`config.mk`:
```
export PLATFORM = sky130hd
export DESIGN_NAME = multi_timer_control
export DESIGN_NICKNAME = d
export VERILOG_FILES = /design/src/rtl/mtc_pkg.sv /design/src/rtl/mtc_channel.sv /design/src/rtl/multi_timer_control.sv
export SDC_FILE = /design/constraint.sdc
export NUM_CORES = 1
export LEC_CHECK = 0
export BUFFER_PORTS_ARGS = -buffer_cell sky130_fd_sc_hd__buf_4
export CAP_MARGIN = 20
export CORE_AREA = 2 2 170 122
export CTS_BUF_LIST = sky130_fd_sc_hd__clkbuf_4 sky130_fd_sc_hd__clkbuf_8
export CTS_CLUSTER_DIAMETER = 30
export DETAILED_ROUTE_END_ITERATION = 10
export DIE_AREA = 0 0 172 124
export PLACE_DENSITY_LB_ADDON = 0.05
export REMOVE_ABC_BUFFERS = 1
export SYNTH_ARGS = -nofsm -noshare
export SYNTH_HDL_FRONTEND = slang
export SYNTH_SLANG_ARGS = --single-unit
export TNS_END_PERCENT = 10
```
`constraint.sdc`:
```
create_clock -name clk -period 11.54 [get_ports clk]
set_clock_uncertainty 0.15 [all_clocks]
set_input_delay 2.308 -clock clk [delete_from_list [all_inputs] [get_ports clk]]
set_output_delay 2.308 -clock clk [all_outputs]
set_load 0.005 [all_outputs]
```
`src/rtl/mtc_pkg.sv`:
```
// ---------------------------------------------------------------------------
// mtc_pkg -- shared definitions for the multi-channel kitchen timer.
//   * mtc_state_e       : per-channel FSM state encoding
//   * SEC_MAX           : last value of the seconds field (59)
//   * AUTO_SILENCE_SECS : DONE dwell time when MTC_AUTO_SILENCE_EN is defined
//   * sec_inc_wrap()    : seconds increment that wraps 59 -> 0 without carry
// No ports (package).
// ---------------------------------------------------------------------------
package mtc_pkg;

  typedef enum logic [2:0] {
    ST_IDLE  = 3'd0,
    ST_PROG  = 3'd1,
    ST_LOAD  = 3'd2,
    ST_RUN   = 3'd3,
    ST_PAUSE = 3'd4,
    ST_DONE  = 3'd5
  } mtc_state_e;

  localparam logic [5:0] SEC_MAX           = 6'd59;
  localparam logic [5:0] AUTO_SILENCE_SECS = 6'd60;

  // Setting-mode seconds increment: wraps to zero and never touches minutes.
  function automatic logic [5:0] sec_inc_wrap(input logic [5:0] sec);
    logic [5:0] res;
    if (sec >= SEC_MAX) begin
      res = 6'd0;
    end else begin
      res = sec + 6'd1;
    end
    return res;
  endfunction

endpackage

```
`src/rtl/mtc_channel.sv`:
```
// ---------------------------------------------------------------------------
// mtc_channel -- one timer channel: FSM, programmed setting and live count.
// Optional feature: define MTC_AUTO_SILENCE_EN to make DONE fall back to IDLE
// after AUTO_SILENCE_SECS seconds; otherwise DONE holds until a command.
// Ports:
//   clk, reset      : clock, asynchronous active-high reset
//   sec_tick        : once-per-second pulse (acts regardless of selection)
//   selected        : this channel is the one addressed by the user commands
//   cooktime_req    : level, program mode
//   start_timer, pause_req, clear_req, seconds_req, minutes_req : pulses
//   run, done       : channel is in RUN / DONE
//   disp_min/sec    : setting in IDLE/PROG, count in every other state
// ---------------------------------------------------------------------------
module mtc_channel
  import mtc_pkg::*;
#(
  parameter int MAX_MIN = 99,
  parameter int MIN_W   = 7
) (
  input  logic             clk,
  input  logic             reset,
  input  logic             sec_tick,
  input  logic             selected,
  input  logic             cooktime_req,
  input  logic             start_timer,
  input  logic             pause_req,
  input  logic             clear_req,
  input  logic             seconds_req,
  input  logic             minutes_req,
  output logic             run,
  output logic             done,
  output logic [MIN_W-1:0] disp_min,
  output logic [5:0]       disp_sec
);

  mtc_state_e       state_r, state_nxt_s;
  logic [MIN_W-1:0] set_min_r, set_min_nxt_s, cnt_min_r, cnt_min_nxt_s;
  logic [5:0]       set_sec_r, set_sec_nxt_s, cnt_sec_r, cnt_sec_nxt_s;
  logic             clr_s, cook_s, start_s, pause_s, inc_sec_s, inc_min_s;
  logic             set_nz_s, cnt_zero_s, silence_expire_s;

  // Minutes increment in program mode: wraps MAX_MIN -> 0.
  function automatic logic [MIN_W-1:0] min_inc_wrap(input logic [MIN_W-1:0] m);
    logic [MIN_W-1:0] res;
    if (m >= MIN_W'(MAX_MIN)) begin
      res = {MIN_W{1'b0}};
    end else begin
      res = m + MIN_W'(1);
    end
    return res;
  endfunction

  assign clr_s      = selected & clear_req;
  assign cook_s     = selected & cooktime_req;
  assign start_s    = selected & start_timer;
  assign pause_s    = selected & pause_req;
  assign inc_sec_s  = selected & seconds_req;
  assign inc_min_s  = selected & minutes_req;
  assign set_nz_s   = (set_min_r != {MIN_W{1'b0}}) || (set_sec_r != 6'd0);
  assign cnt_zero_s = (cnt_min_r == {MIN_W{1'b0}}) && (cnt_sec_r == 6'd0);

`ifdef MTC_AUTO_SILENCE_EN
  logic [5:0] silence_cnt_r;

  assign silence_expire_s = (state_r == ST_DONE) && sec_tick &&
                            (silence_cnt_r == (AUTO_SILENCE_SECS - 6'd1));

  // Counts seconds spent in DONE; cleared whenever the channel is elsewhere.
  always_ff @(posedge clk or posedge reset) begin
    if (reset) begin
      silence_cnt_r <= 6'd0;
    end else if (state_r != ST_DONE) begin
      silence_cnt_r <= 6'd0;
    end else if (sec_tick) begin
      silence_cnt_r <= silence_cnt_r + 6'd1;
    end else begin
      silence_cnt_r <= silence_cnt_r;
    end
  end
`else
  assign silence_expire_s = 1'b0;
`endif

  // State register.
  always_ff @(posedge clk or posedge reset) begin
    if (reset) begin
      state_r <= ST_IDLE;
    end else begin
      state_r <= state_nxt_s;
    end
  end

  // Next-state logic; clear beats everything, then cooktime, start, pause.
  always_comb begin
    state_nxt_s = state_r;
    if (clr_s) begin
      state_nxt_s = ST_IDLE;
    end else begin
      case (state_r)
        ST_IDLE, ST_PROG: begin
          if (cook_s) begin
            state_nxt_s = ST_PROG;
          end else if (start_s && set_nz_s) begin
            state_nxt_s = ST_LOAD;
          end else begin
            state_nxt_s = state_r;
          end
        end
        ST_LOAD: state_nxt_s = ST_RUN;
        ST_RUN: begin
          // Reaching 00:00 is seen one edge after the final tick.
          if (cook_s) begin
            state_nxt_s = ST_PROG;
          end else if (pause_s) begin
            state_nxt_s = ST_PAUSE;
          end else if (cnt_zero_s) begin
            state_nxt_s = ST_DONE;
          end else begin
            state_nxt_s = ST_RUN;
          end
        end
        ST_PAUSE: begin
          if (cook_s) begin
            state_nxt_s = ST_PROG;
          end else if (start_s) begin
            state_nxt_s = ST_LOAD;
          end else if (pause_s) begin
            state_nxt_s = ST_RUN;
          end else begin
            state_nxt_s = ST_PAUSE;
          end
        end
        ST_DONE: begin
          if (cook_s) begin
            state_nxt_s = ST_PROG;
          end else if (start_s) begin
            state_nxt_s = ST_LOAD;
          end else if (silence_expire_s) begin
            state_nxt_s = ST_IDLE;
          end else begin
            state_nxt_s = ST_DONE;
          end
        end
        default: state_nxt_s = ST_IDLE;
      endcase
    end
  end

  // Setting/count next values; a command in RUN suppresses that cycle's tick.
  always_comb begin
    set_min_nxt_s = set_min_r;
    set_sec_nxt_s = set_sec_r;
    cnt_min_nxt_s = cnt_min_r;
    cnt_sec_nxt_s = cnt_sec_r;
    if (clr_s) begin
      cnt_min_nxt_s = {MIN_W{1'b0}};
      cnt_sec_nxt_s = 6'd0;
    end else begin
      case (state_r)
        ST_PROG: begin
          if (cook_s && inc_sec_s) begin
            set_sec_nxt_s = sec_inc_wrap(set_sec_r);
          end else begin
            set_sec_nxt_s = set_sec_r;
          end
          if (cook_s && inc_min_s) begin
            set_min_nxt_s = min_inc_wrap(set_min_r);
          end else begin
            set_min_nxt_s = set_min_r;
          end
        end
        ST_LOAD: begin
          cnt_min_nxt_s = set_min_r;
          cnt_sec_nxt_s = set_sec_r;
        end
        ST_RUN: begin
          if (cook_s) begin
            cnt_min_nxt_s = {MIN_W{1'b0}};
            cnt_sec_nxt_s = 6'd0;
          end else if (pause_s || !sec_tick || cnt_zero_s) begin
            cnt_min_nxt_s = cnt_min_r;
            cnt_sec_nxt_s = cnt_sec_r;
          end else if (cnt_sec_r != 6'd0) begin
            cnt_sec_nxt_s = cnt_sec_r - 6'd1;
          end else begin
            cnt_min_nxt_s = cnt_min_r - MIN_W'(1);
            cnt_sec_nxt_s = SEC_MAX;
          end
        end
        ST_PAUSE, ST_DONE: begin
          if (cook_s) begin
            cnt_min_nxt_s = {MIN_W{1'b0}};
            cnt_sec_nxt_s = 6'd0;
          end else begin
            cnt_min_nxt_s = cnt_min_r;
            cnt_sec_nxt_s = cnt_sec_r;
          end
        end
        default: begin
          cnt_min_nxt_s = cnt_min_r;
          cnt_sec_nxt_s = cnt_sec_r;
        end
      endcase
    end
  end

  // Setting and count registers.
  always_ff @(posedge clk or posedge reset) begin
    if (reset) begin
      set_min_r <= {MIN_W{1'b0}};
      set_sec_r <= 6'd0;
      cnt_min_r <= {MIN_W{1'b0}};
      cnt_sec_r <= 6'd0;
    end else begin
      set_min_r <= set_min_nxt_s;
      set_sec_r <= set_sec_nxt_s;
      cnt_min_r <= cnt_min_nxt_s;
      cnt_sec_r <= cnt_sec_nxt_s;
    end
  end

  // Output decode from the state register.
  always_comb begin
    run      = 1'b0;
    done     = 1'b0;
    disp_min = cnt_min_r;
    disp_sec = cnt_sec_r;
    case (state_r)
      ST_IDLE, ST_PROG: begin
        disp_min = set_min_r;
        disp_sec = set_sec_r;
      end
      ST_RUN:  run  = 1'b1;
      ST_DONE: done = 1'b1;
      default: begin
        run  = 1'b0;
        done = 1'b0;
      end
    endcase
  end

endmodule

```
`src/rtl/multi_timer_control.sv`:
```
// ---------------------------------------------------------------------------
// multi_timer_control -- NUM_CH independent countdown timers sharing one user
// interface (sel addresses the channel) and one LED flash register.
// Optional feature macro: MTC_AUTO_SILENCE_EN (DONE auto-returns to IDLE).
// Ports:
//   clk, reset          : clock, asynchronous active-high reset
//   sec_tick, led_pulse : 1 Hz tick and LED flash-rate pulse
//   sel                 : addressed channel
//   cooktime_req (level), start_timer, pause_req, clear_req,
//   seconds_req, minutes_req (pulses) : user commands
//   run_led[i]          : channel i running
//   alert_led[i]        : channel i done, gated by the flash phase
//   alarm               : any channel done
//   disp_min, disp_sec  : time shown for the selected channel
// ---------------------------------------------------------------------------
module multi_timer_control
  import mtc_pkg::*;
#(
  parameter  int NUM_CH  = 4,
  parameter  int MAX_MIN = 99,
  localparam int CH_W    = (NUM_CH > 1) ? $clog2(NUM_CH) : 1,
  localparam int MIN_W   = $clog2(MAX_MIN + 1)
) (
  input  logic              clk,
  input  logic              reset,
  input  logic              sec_tick,
  input  logic              led_pulse,
  input  logic [CH_W-1:0]   sel,
  input  logic              cooktime_req,
  input  logic              start_timer,
  input  logic              pause_req,
  input  logic              clear_req,
  input  logic              seconds_req,
  input  logic              minutes_req,
  output logic [NUM_CH-1:0] run_led,
  output logic [NUM_CH-1:0] alert_led,
  output logic              alarm,
  output logic [MIN_W-1:0]  disp_min,
  output logic [5:0]        disp_sec
);

  logic             flash_r;
  logic [NUM_CH-1:0] done_s;
  logic [MIN_W-1:0] ch_min_s [NUM_CH];
  logic [5:0]       ch_sec_s [NUM_CH];

  // Shared flash phase for all alert LEDs.
  always_ff @(posedge clk or posedge reset) begin
    if (reset) begin
      flash_r <= 1'b0;
    end else if (led_pulse) begin
      flash_r <= ~flash_r;
    end else begin
      flash_r <= flash_r;
    end
  end

  for (genvar i = 0; i < NUM_CH; i++) begin : g_ch
    mtc_channel #(
      .MAX_MIN (MAX_MIN),
      .MIN_W   (MIN_W)
    ) u_ch (
      .clk          (clk),
      .reset        (reset),
      .sec_tick     (sec_tick),
      .selected     (sel == CH_W'(i)),
      .cooktime_req (cooktime_req),
      .start_timer  (start_timer),
      .pause_req    (pause_req),
      .clear_req    (clear_req),
      .seconds_req  (seconds_req),
      .minutes_req  (minutes_req),
      .run          (run_led[i]),
      .done         (done_s[i]),
      .disp_min     (ch_min_s[i]),
      .disp_sec     (ch_sec_s[i])
    );
  end

  assign alert_led = done_s & {NUM_CH{flash_r}};
  assign alarm     = |done_s;

  // Display mux; a sel value with no channel behind it shows 00:00.
  always_comb begin
    if (int'(sel) < NUM_CH) begin
      disp_min = ch_min_s[sel];
      disp_sec = ch_sec_s[sel];
    end else begin
      disp_min = {MIN_W{1'b0}};
      disp_sec = 6'd0;
    end
  end

endmodule

```
* Word-level counts from Yosys, hierarchy flattened
Index checks and enable logic that the tools add are counted.
Storage, ports and cells: bits of input ports 12, output and inout port bits 22, register bits 117
Cells by class: bitwise logic cells 31, equal/unequal tests 39, $lt $le $gt $ge 9, add/subtract/negate cells 16, reductions and logical operators 83, muxes and demuxes 126
Operators with widths (number):
- 2-to-1 mux 7 bit | 30
- 2-to-1 mux 6 bit | 30
- 2-to-1 mux 3 bit | 44
- case mux 7 bit (3 select lines) | 4
- case mux 6 bit (3 select lines) | 4
- case mux 3 bit (5 select lines) | 4
- nonzero test 6 bit | 8
- AND reduction 3 bit | 12
- != test 4 x 2 -> 1 bit, second input constant | 8
- adder 7 x 1 -> 7 bit, second input constant | 4
- >= comparator 7 bit, second input constant | 4
- zero test 7 bit | 4
- nonzero test 7 bit | 4
- subtractor 7 x 1 -> 7 bit, second input constant | 4
- adder 6 x 1 -> 6 bit, second input constant | 4
- AND 1 bit | 24
- equality test 3 x 2 -> 1 bit, second input constant | 8
- equality test 3 bit, second input constant | 8
- >= comparator 6 bit, second input constant | 4
- zero test 6 bit | 4
- subtractor 6 x 1 -> 6 bit, second input constant | 4
- logical AND 1 bit | 16
- != test 4 x 1 -> 1 bit, second input constant | 4
- AND reduction 4 bit | 4
- 18 further kinds | 60

* Longest topological paths before layout
Gate-level depths: netlist of the first run.
word-level depth 8, gate-level depth with buffers 10

* Cells and area by module
Synthesis of the first run repeated with hierarchy kept, for this count alone.
Unflattened totals: cell total of the unflattened synthesis 1093, area, all modules 9282.7 um2
By module, submodules not included:
- mtc_channel | area an instance 2207.1 um2, times used 4, cells each 266, sequential area each 725.7 um2
- multi_timer_control | area an instance 454.2 um2, times used 1, cells each 29, sequential area each 25.0 um2

* Worst setup path after synthesis of the first run
Ideal clock, no wire load.
path type input to output, from input sel[0], to output disp_min[1], slack 5430 ps, cell stages on the path 6, arrival time 3652 ps, data required time 9082 ps, path through clkbuf_1 -> clkbuf_1 -> or2_2 -> clkbuf_1 -> clkbuf_1 -> o221ai_1
On the way: word-level cells in the longest chain between the ends 4
RTL lines:
- start: declaration | RTL line multi_timer_control.sv:28 | input logic [CH_W-1:0] sel,
- inverter 2 -> 3 bit (not written as such) | RTL line multi_timer_control.sv:86 | disp_min = ch_min_s[sel];
- binary-select mux 7 bit (select 2 bit) | RTL line multi_timer_control.sv:86
- 2-to-1 mux 7 bit (not written as such) (2 in series) | RTL line multi_timer_control.sv:86
- end: declaration | RTL line multi_timer_control.sv:38 | output logic [MIN_W-1:0] disp_min,
No other way between the ends. The select of a mux whose other input is x is not followed.

* Final worst setup path of the first run
from input sel[0], to output disp_min[2]
The elaborated chain is that of the path after synthesis.

==> key figures, run 1 <==
Run status
  • Status: complete, no violations

Global route
  • Initial antenna violation count: 0
  • Largest net degree at the start of global routing: 61
  • First-pass GRT wire length: 43.0 mm
  • Total global routing overflow: 0
  • Total global-route track usage: between 20% and 30%
  • Via count of the first global-routing pass: around 7500

Yosys
  • Yosys reg bits: about 120
  • Mapped Area: roughly 8700 sq um
  • FFs w/ async S/R, synth: 100%
  • Post-synthesis sequential area ratio: between 30% and 40%
  • Cell taking the most area after synthesis: dfrtp_1
  • Cells after synthesis: between 1000 and 1500
  • Top FF cell, synth: dfrtp_1
  • Area contributors post-synth: dfrtp_1 (34%), o21ai_0 (7.5%), a21oi_1 (4.5%), nand2_1 (4.5%), ha_1 (4.0%)
  • Synth cell types: 70
  • Share of the synthesized area in the top cell type: roughly a third
  • Synth warn: 0
  • Synth Area per Inst: 7.98 sq um
  • EDFF count, synth: 0

Detailed routing
  • Via count: 8313
  • Routed length per instance: between 15 and 20 microns
  • DR pass1 iterations: 5
  • DR iter-0 viols: a little over 900
  • DRC: 0
  • Post-route ant nets: 0
  • DRT Wirelength: between 20 and 30 mm
  • Drt via density: between 6 and 7

Clock network
  • Post-CTS sizing: 0
  • CTS tree: yes
  • Clk root buf: clkbuf_8
  • Post-CTS setup buffers: 0
  • Num CTS Buffers: 17
  • Hold_buf cts: 0
  • Max Root-Sink Buffers: 2
  • CTS clk-pin slew, worst paths: roughly 80 ps
  • Clk_lat worst skew: roughly 470 ps
  • H-Tree Depth: 4
  • # clock sinks: approximately 120

Floorplan
  • Rows: 43
  • Die Width: roughly 170 microns
  • Die height: approximately 120 microns
  • Core Box Area: between 15000 and 20000 sq um
  • Initial Utilization: 44.4%
  • Die Footprint: 21300 sq um
  • Boundary Pins: 34

Flow run
  • Max-cap violations: 0

Timing
  • Post-route clock period utilization: ~54%
  • Fin crit period: 6240 ps
  • Setup violations, final: 0
  • WHS: between 300 and 400 ps
  • Slew Limit Headroom: between 30% and 40%
  • Slew @ Worst Pin: between 900 and 1000 ps
  • Final-report hold violation count: 0
  • Highest clock rate: around 160 MHz
  • Unrepaired setup endpoints after global routing: no
  • Max Transition Viols Final: 0
  • Post-Route Setup TNS: 0 ps

Cells and area
  • Ant diodes: 0
  • Share of cells above drive strength 1: under 10%
  • Area Growth Syn to Fin: 9.03%
  • Final nets: ~1100

Placement
  • Dpl hpwl: approximately 19 mm
  • GPL Wtd Cong: 0.885
  • PortBufs: 33

Power
  • PwrDens: approximately 240 nW/um^2
  • Tot Pwr: between 2 and 2.5 mW
  • Maximum VDD drop: 0.0945 mV
  • Static Leak: 4.01 nW

Setup path
  • Crit-path max cell delay: 510 ps
  • CP Max Fanout: 40
  • Critical path class: input pin to primary output
  • WP data required: 9080 ps
  • Cells along the critical path: buf_4 > nand2b_1 > o221ai_1 > buf_4
  • Slowest cell on crit path: nand2b_1
  • Worst setup SP type: input pin
  • WP data arrival: between 3000 and 4000 ps
  • Crit path top cell by count: buf_4
  • Crit. End Element: primary output

Hold path
  • Worst hold path class: register to register
==> metrics by stage <==
stage | setup slack (ps) | cell area [sq um] | std cells | utilization (%)
2_1_floorplan | 5980 | 8370 | 1016 | -
3_3_place_gp | 5410 | 9020 | 1327 | 46.1
3_5_place_dp | 5380 | 9030 | 1328 | 46.1
4_1_cts | 5380 | 9490 | 1360 | 48.5
5_1_grt | 5180 | 9490 | 1360 | 48.5
6_report | 5300 | 9490 | 1360 | 48.5
==> Yosys cell counts, types with 5 or more instances <==
library cell and n:
o21a_1 8, nor2b_1 29, nor4b_1 7, buf_2 5
and3_1 22, a311oi_1 5, nand2b_1 14, nor3_1 22
o31ai_1 12, a41oi_1 6, dfrtp_1 117, o2bb2ai_1 6
inv_1 49, mux2i_1 33, o221ai_1 13, buf_4 7
a211oi_1 10, mux2_2 6, o211ai_1 24, o21ai_0 130
a32oi_1 8, clkbuf_1 59, nor4_1 5, nand4_1 6
a21oi_1 79, and2_1 8, maj3_1 6, o22ai_1 10
or2_2 5, a22oi_1 16, a22o_1 9, nand2_1 105
or3_1 5, nand3_1 36, ha_1 28, nor2_1 93
a31oi_1 17
==> metal layers <==
metal | routed length, microns | vias to the layer above | GRT usage [%]
met5 | 0 | - | 0
met4 | 717 | 0 | 9.72
met3 | 1990 | 52 | 6.64
met2 | 11000 | 295 | 36.1
met1 | 13300 | 3973 | 39.9
li1 | - | 3993 | -
==> state kept, by name, summed over array words and instances (netlist names) <==
register	count
g_ch.u_ch.state_r	12
g_ch.u_ch.set_sec_r	24
flash_r	1
g_ch.u_ch.cnt_sec_r	24
g_ch.u_ch.cnt_min_r	28
g_ch.u_ch.set_min_r	28
==> final timing paths <==
check / slack [ps] / cells past startpoint / from / end
max in group asynchronous: 8120 / 3 / reset / g_ch[2].u_ch.set_min_r[5]$_DFFE_PP0P_
min in group asynchronous: 1800 / 2 / reset / g_ch[1].u_ch.cnt_min_r[5]$_DFFE_PP0P_
worst min-delay path: 370 / 1 / flash_r$_DFFE_PP0P_ / flash_r$_DFFE_PP0P_
worst max register to register: 8290 / 8 / g_ch[1].u_ch.cnt_sec_r[0]$_DFFE_PP0P_ / g_ch[1].u_ch.cnt_min_r[3]$_DFFE_PP0P_
worst max-delay path: 5300 / 4 / sel[0] / disp_min[2]
worst min register to register: 370 / 1 / flash_r$_DFFE_PP0P_ / flash_r$_DFFE_PP0P_
==> layout by cell type (no fill, tap or decap), types with 17 or more instances in the layout <==
cell        n
nor2b_1    29
clkbuf_8   18
nor3_1     22
a21oi_1    79
ha_1       28
inv_1      48
nor2_1     93
mux2i_1    33
a31oi_1    17
o21ai_0   130
o211ai_1   24
buf_4      41
nand2_1   105
and3_1     22
nand3_1    36
dfrtp_1   117
==> cells by family (layout without fill, tap and decap cells) <==
kind of cell	after synthesis	count (layout)	synth area share (%)
xor gates and xnor gates	8	8	0.805
buffers and inverters	124	123	5.89
AOI/OAI and AO/OA	383	383	28.2
muxes	39	39	4.57
DFF	117	117	33.6
adders and majority gates	34	34	4.72
and+or+nand+nor	386	386	22.2
==> where the power goes <==
part / internal [mW] / leakage [nW] / switching, mW / total [mW]
clock network: 0.271 / 0.234 / 0.183 / 0.454
logic: 0.437 / 2.25 / 0.617 / 1.05
registers: 0.539 / 1.52 / 0.231 / 0.770
total: 1.25 / 4.01 / 1.03 / 2.28
==> worst max-delay path: cells and delay by family <==
family | cells | cell delay (ps)
simple gates | 1 | 510
buf+inv | 2 | 510
compound gates | 1 | 430
==> layout make-up <==
class	count	area, sq um
tap	270	338
multi-input combinational	850	5260
clock buffer	22	278
clock inverter	10	178
fill	1979	10100
inverter	49	186
timing repair buffer	42	319
sequential	117	2930
Note: power is estimated with default switching activity, not from simulation.
==> inputs of run 2 (changes only) <==
==> constraint.sdc (replaced) <==
create_clock -name clk -period 5 [get_ports clk]
set_clock_uncertainty 0.15 [all_clocks]
set_input_delay 1 -clock clk [delete_from_list [all_inputs] [get_ports clk]]
set_output_delay 1 -clock clk [all_outputs]
set_load 0.005 [all_outputs]
==> run 2 against run 1 <==
Compared with the run above: critical path depth is 2 higher; non-clock buffer count is 1 higher; hold slack worse by 3.4 ps; sequential power is 130% higher; count of clock-buffer cells in the layout is 1 lower; first-iteration DRC count is 5.7% lower; flip-flop and latch count stayed put; via count is 1.1% lower; worst setup slack worse by 4400 ps; largest power group unchanged; design area is 0.84% lower; largest cell class unchanged.
==> key figures, run 2 (same netlist as run 1, synthesis figures left out) <==
Run status
  • Status: complete, no violations

Power
  • Maximum VDD drop: roughly 0.19 mV
  • Internal power: ~2.7 mW
  • PwrDens: about 530 nW/um^2
  • Reg power frac: 35.4%
  • Switch Pwr: 2.36 mW
  • Clock power share: between 10% and 20%
  • Static Leak: slightly below 4 nW
  • Sw Share: 46.9%
  • Combinational Power Share: about half

Setup path
  • Crit-path max cell delay: 580 ps
  • Count of buffer and inverter cells on the critical path: 2
  • Delay-heaviest family, CP: simple AND/OR/NAND/NOR gates
  • WP data required: 3850 ps
  • RR Endpoint: g_ch[2].u_ch.cnt_min_r[0]$_DFFE_PP0P_
  • Slowest cell on crit path: nor2_1
  • CP Max Fanout: 13
  • Worst setup SP type: register
  • Crit. End Element: primary output
  • Worst r2r path cells: 8
  • WP data arrival: ~2900 ps
  • Crit path top cell by count: buf_4
  • R2r startpoint: g_ch[2].u_ch.cnt_sec_r[0]$_DFFE_PP0P_
  • Reg2reg setup slack: between 1500 and 2000 ps
  • Critical path class: register to primary output
  • Cells along the critical path: nor2_1 > buf_4 > mux2_2 > o211ai_1 > o221ai_1 > buf_4

Global route
  • Total global-route track usage: approximately a quarter
  • Total global routing overflow: 0
  • Initial antenna violation count: 0
  • First-pass GRT wire length: 42.4 mm
  • Via count of the first global-routing pass: approximately 7500
  • Largest net degree at the start of global routing: 63

Cells and area
  • Filler-free cell count of the finished design: around 1400
  • Final nets: 1118
  • Most frequent cells in the layout: o21ai_0 (130), dfrtp_1 (117), nand2_1 (105)
  • Commonest non-fill, non-tap cell in the layout: o21ai_0
  • Area Growth Syn to Fin: 8.11%
  • Ant diodes: 0
  • Share of cells above drive strength 1: approximately 8.9%
  • Largest regs: g_ch.u_ch.cnt_min_r x28, g_ch.u_ch.set_min_r x28

Clock network
  • Hold_buf cts: 0
  • # clock sinks: ~120
  • Clk_lat worst skew: between 400 and 500 ps
  • Num CTS Buffers: 17
  • Clk root buf: clkbuf_8
  • Post-CTS sizing: 0
  • H-Tree Depth: 4
  • Max Root-Sink Buffers: 2
  • Post-CTS setup buffers: 0
  • CTS clk-pin slew, worst paths: around 80 ps
  • CTS tree: yes

Floorplan
  • Core Box Area: 19600 sq um
  • Rows: between 40 and 50
  • Initial Utilization: between 40 and 50%
  • Die Width: around 170 microns
  • Boundary Pins: 34
  • Die Footprint: 21300 sq um
  • Die height: around 120 microns

Placement
  • Placed Instances: around 1300
  • GPL Wtd Cong: around 0.95
  • Dpl hpwl: ~19 mm
  • PortBufs: 33

Timing
  • Highest clock rate: 245 MHz
  • Setup violations, final: 0
  • Post-Route Setup TNS: 0 ps
  • Final-report hold violation count: 0
  • Slew Limit Headroom: approximately 36%
  • Fin crit period: about 4000 ps
  • Unrepaired setup endpoints after global routing: no
  • Post-route clock period utilization: about four fifths
  • Slew @ Worst Pin: between 900 and 1000 ps
  • Max Transition Viols Final: 0
  • WHS: ~370 ps

Hold path
  • Worst hold path class: register to register
  • Min-Delay Path Depth: 1
  • Hold_sp: flash_r$_DFFE_PP0P_
  • Hold EP: flash_r$_DFFE_PP0P_

Detailed routing
  • DRC: 0
  • DR iter-0 viols: ~870
  • DRT Wirelength: ~27 mm
  • Via count: slightly above 8000
  • Post-route ant nets: 0
  • DR pass1 iterations: 5
  • Routed length per instance: around 20 microns
  • Drt via density: between 6 and 7

Flow run
  • Max-cap violations: 0
-- run 2: cell types whose count changed in the layout (fill, tap and decap cells not counted) --
cell / delta
clkbuf_8: +1
clkinv_2: +2
buf_4: +1
buf_6: -1
buf_12: +1
clkinvlp_4: +2
bufinv_16: -4
clkbuf_4: -2
-- run 2: how the worst max path moves through the flow --
stage                                         from             endpoint  slack, ps  cells after the start
3_5_place_dp                                sel[0]          disp_min[6]       1410                      4
5_1_grt        g_ch[2].u_ch.state_r[2]$_DFFE_PP0P_          disp_sec[4]        820                      6
3_3_place_gp                                sel[0]          disp_min[6]       1420                      4
4_1_cts        g_ch[2].u_ch.state_r[2]$_DFFE_PP0P_          disp_sec[4]       1000                      6
6_report       g_ch[2].u_ch.state_r[2]$_DFFE_PP0P_          disp_min[6]        910                      6
2_1_floorplan                                reset  flash_r$_DFFE_PP0P_        750                      1
-- run 2: final cells by class --
class / count / area, sq um
Inverter: 49 / 186
Multi-Input combinational cell: 850 / 5260
Sequential cell: 117 / 2930
Timing Repair Buffer: 43 / 335
Fill cell: 1994 / 10200
Clock inverter: 10 / 82.6
Tap cell: 270 / 338
Clock buffer: 21 / 277
-- run 2: metrics by stage --
stage	power [mW]	worst slack (ps)	cell area, sq um	utilization, %
finish	5.03	914	9410	48.0
global route	5.45	821	9410	48.0
CTS	5.03	1000	9410	48.0
detailed placement	4.17	1410	9050	46.2
global placement	4.18	1420	9050	46.2
floorplan	3.39	749	8370	-
-- run 2: metal layers --
layer | wire [microns] | GRT usage [%] | share of wire [%]
met1 | 13100 | 38.5 | 49
met2 | 11200 | 37.3 | 42
met3 | 1780 | 5.75 | 6.7
met4 | 524 | 8.09 | 2.0
met5 | 0 | 0 | 0
-- run 2: power by group through the flow --
stage | logic (mW) | clock network, mW | registers [mW]
2_1_floorplan | 1.80 | 0 | 1.59
3_3_place_gp | 2.39 | 0 | 1.79
3_5_place_dp | 2.39 | 0 | 1.78
4_1_cts | 2.40 | 0.860 | 1.76
5_1_grt | 2.72 | 0.902 | 1.83
6_report | 2.42 | 0.832 | 1.78
==> inputs of run 3 (changes only) <==
==> constraint.sdc (replaced) <==
create_clock -name clk -period 3.9 [get_ports clk]
set_clock_uncertainty 0.15 [all_clocks]
set_input_delay 0.78 -clock clk [delete_from_list [all_inputs] [get_ports clk]]
set_output_delay 0.78 -clock clk [all_outputs]
set_load 0.005 [all_outputs]
==> run 3 against run 2 <==
Compared with the run above: hold slack worse by 100 ps; critical path depth stayed put; flip-flop and latch count stayed put; count of clock-buffer cells in the layout is 4 higher; sequential share of layout area is 0.47 points lower; global-route usage is 0.050 points lower; worst setup slack worse by 570 ps; cell count is 0.74% higher; non-clock buffer count is 9 higher; register-to-register slack worse by 1000 ps; die area stayed put; design area is 1.5% higher; largest cell class unchanged; largest power group unchanged; highest routed layer unchanged.
==> key figures, run 3 (same netlist as run 1, synthesis figures left out) <==
Power
  • Static Leak: 4.04 nW
  • Maximum VDD drop: around 0.25 mV
  • Tot Pwr: 6.65 mW
  • PwrDens: ~700 nW/um^2

Setup path
  • Critical path origin: g_ch[2].u_ch.state_r[2]$_DFFE_PP0P_
  • Worst setup SP type: register
  • Crit path top cell by count: buf_4
  • Crit. End Element: primary output
  • R2r startpoint: g_ch[1].u_ch.cnt_sec_r[0]$_DFFE_PP0P_
  • WP data required: about 3000 ps
  • Critical Path Sink: disp_min[4]
  • Delay-heaviest family, CP: compound AO/OA/AOI/OAI gates
  • Slowest cell on crit path: dfrtp_1
  • WP data arrival: 2620 ps
  • Crit-path max cell delay: 510 ps
  • RR Endpoint: g_ch[1].u_ch.cnt_min_r[3]$_DFFE_PP0P_
  • Cells along the critical path: nor2_1 > buf_4 > mux2_2 > o211ai_1 > o221ai_1 > buf_4
  • Critical path class: register to primary output
  • Count of buffer and inverter cells on the critical path: 2
  • Reg2reg setup slack: around 700 ps
  • CP Max Fanout: 13
  • Crit. path cell count: 6
  • Worst r2r path cells: 8

Timing
  • Final-report hold violation count: 0
  • Setup ws final: ~350 ps
  • Unrepaired setup endpoints after global routing: no
  • Setup violations, final: 0
  • Slew @ Worst Pin: 944 ps
  • Post-route clock period utilization: 91.1%
  • Fin crit period: 3550 ps
  • Highest clock rate: approximately 280 MHz
  • Max Transition Viols Final: 0
  • Slew Limit Headroom: roughly 37%

Cells and area
  • Commonest non-fill, non-tap cell in the layout: o21ai_0
  • Final nets: around 1100
  • Largest regs: g_ch.u_ch.cnt_min_r x28, g_ch.u_ch.set_min_r x28
  • Share of cells above drive strength 1: roughly a tenth
  • Most frequent cells in the layout: o21ai_0 (130), dfrtp_1 (117), nand2_1 (105)
  • Ant diodes: 0
  • Area Growth Syn to Fin: 9.78%

Clock network
  • # clock sinks: ~120
  • Clk root buf: clkbuf_8
  • Post-CTS setup buffers: 0
  • Num CTS Buffers: 17
  • CTS tree: yes
  • Post-CTS sizing: 0
  • CTS clk-pin slew, worst paths: 70 ps
  • Max Root-Sink Buffers: 2
  • Hold_buf cts: 0
  • Clk_lat worst skew: between 400 and 500 ps
  • H-Tree Depth: 4

Detailed routing
  • Detail Route met2 WL: around 11 mm
  • Drt via density: between 6 and 7
  • DR iter-0 viols: 887
  • Via count: between 8000 and 9000
  • Top routing layer used: met4
  • Post-route ant nets: 0
  • DRC: 0
  • DR pass1 iterations: 6
  • WL met1: ~13 mm
  • Met3 WL: between 1.5 and 2 mm
  • DRT Wirelength: between 20 and 30 mm
  • Routed length per instance: ~19 microns

Floorplan
  • Die height: between 100 and 150 microns
  • Die Width: ~170 microns
  • Die Footprint: about 21000 sq um
  • Rows: 43
  • Core Box Area: 19600 sq um
  • Boundary Pins: 34
  • Initial Utilization: between 40 and 50%

Placement
  • Dpl hpwl: around 19 mm
  • Place WS: between 700 and 800 ps
  • GPL Wtd Cong: just over 0.9
  • PortBufs: 33

Global route
  • Largest net degree at the start of global routing: 49
  • Total global-route track usage: ~26%
  • Via count of the first global-routing pass: about 7400
  • Total global routing overflow: 0
  • Initial antenna violation count: 0
  • First-pass GRT wire length: approximately 42 mm

Flow run
  • Max-cap violations: 0

Run status
  • Status: complete, no violations

Hold path
  • Worst hold path class: input pin to asynchronous set/reset pin
run 3: cell types whose count changed in the layout (fill, tap and decap cells not counted):
cell and delta:
buf_12 +1, clkinv_2 -4, buf_4 +8, bufinv_16 +1, clkbuf_8 +4
run 3: worst min-delay path by stage:
| stage | cells after the start | startpoint | to | slack (ps) |
|---|---|---|---|---|
| after floorplan | 1 | flash_r$_DFFE_PP0P_ | flash_r$_DFFE_PP0P_ | 320 |
| after global placement | 1 | g_ch[3].u_ch.cnt_min_r[1]$_DFFE_PP0P_ | g_ch[3].u_ch.cnt_min_r[1]$_DFFE_PP0P_ | 350 |
| after detailed placement | 1 | g_ch[3].u_ch.cnt_min_r[1]$_DFFE_PP0P_ | g_ch[3].u_ch.cnt_min_r[1]$_DFFE_PP0P_ | 360 |
| after CTS | 2 | reset | g_ch[1].u_ch.cnt_min_r[5]$_DFFE_PP0P_ | 280 |
| after global routing | 2 | led_pulse | flash_r$_DFFE_PP0P_ | 290 |
| final | 2 | reset | g_ch[1].u_ch.cnt_min_r[2]$_DFFE_PP0P_ | 270 |
run 3: metal layers:
layer  global-route usage (%)  up-vias
li1                         -     4011
met1                     39.3     3952
met2                     36.5      310
met3                     5.50       28
met4                     7.72        0
met5                        0        -
run 3: layout make-up:
class	count	area [sq um]
repair buffers	52	415
multi-input cells	850	5260
fillers	1949	10000
flip-flops and latches	117	2930
clock inverters	7	92.6
well taps	270	338
inverters	49	186
clock buffers	25	332
run 3: power breakdown:
| part | internal (mW) | total (mW) | leakage (nW) | switching, mW |
|---|---|---|---|---|
| Clock | 0.682 | 1.21 | 0.211 | 0.532 |
| Combinational | 1.33 | 3.18 | 2.31 | 1.85 |
| Sequential | 1.60 | 2.25 | 1.52 | 0.658 |
run 3: metrics by stage:
stage               cell area, sq um  hold WS (ps)  setup TNS [ps]  std cells  utilization [%]
floorplan                       8370           325          -15300       1016                -
global placement                9130           351               0       1338             46.6
detailed placement              9130           359               0       1338             46.6
CTS                             9550           278               0       1370             48.8
global route                    9550           293               0       1370             48.8
finish                          9550           266               0       1370             48.8
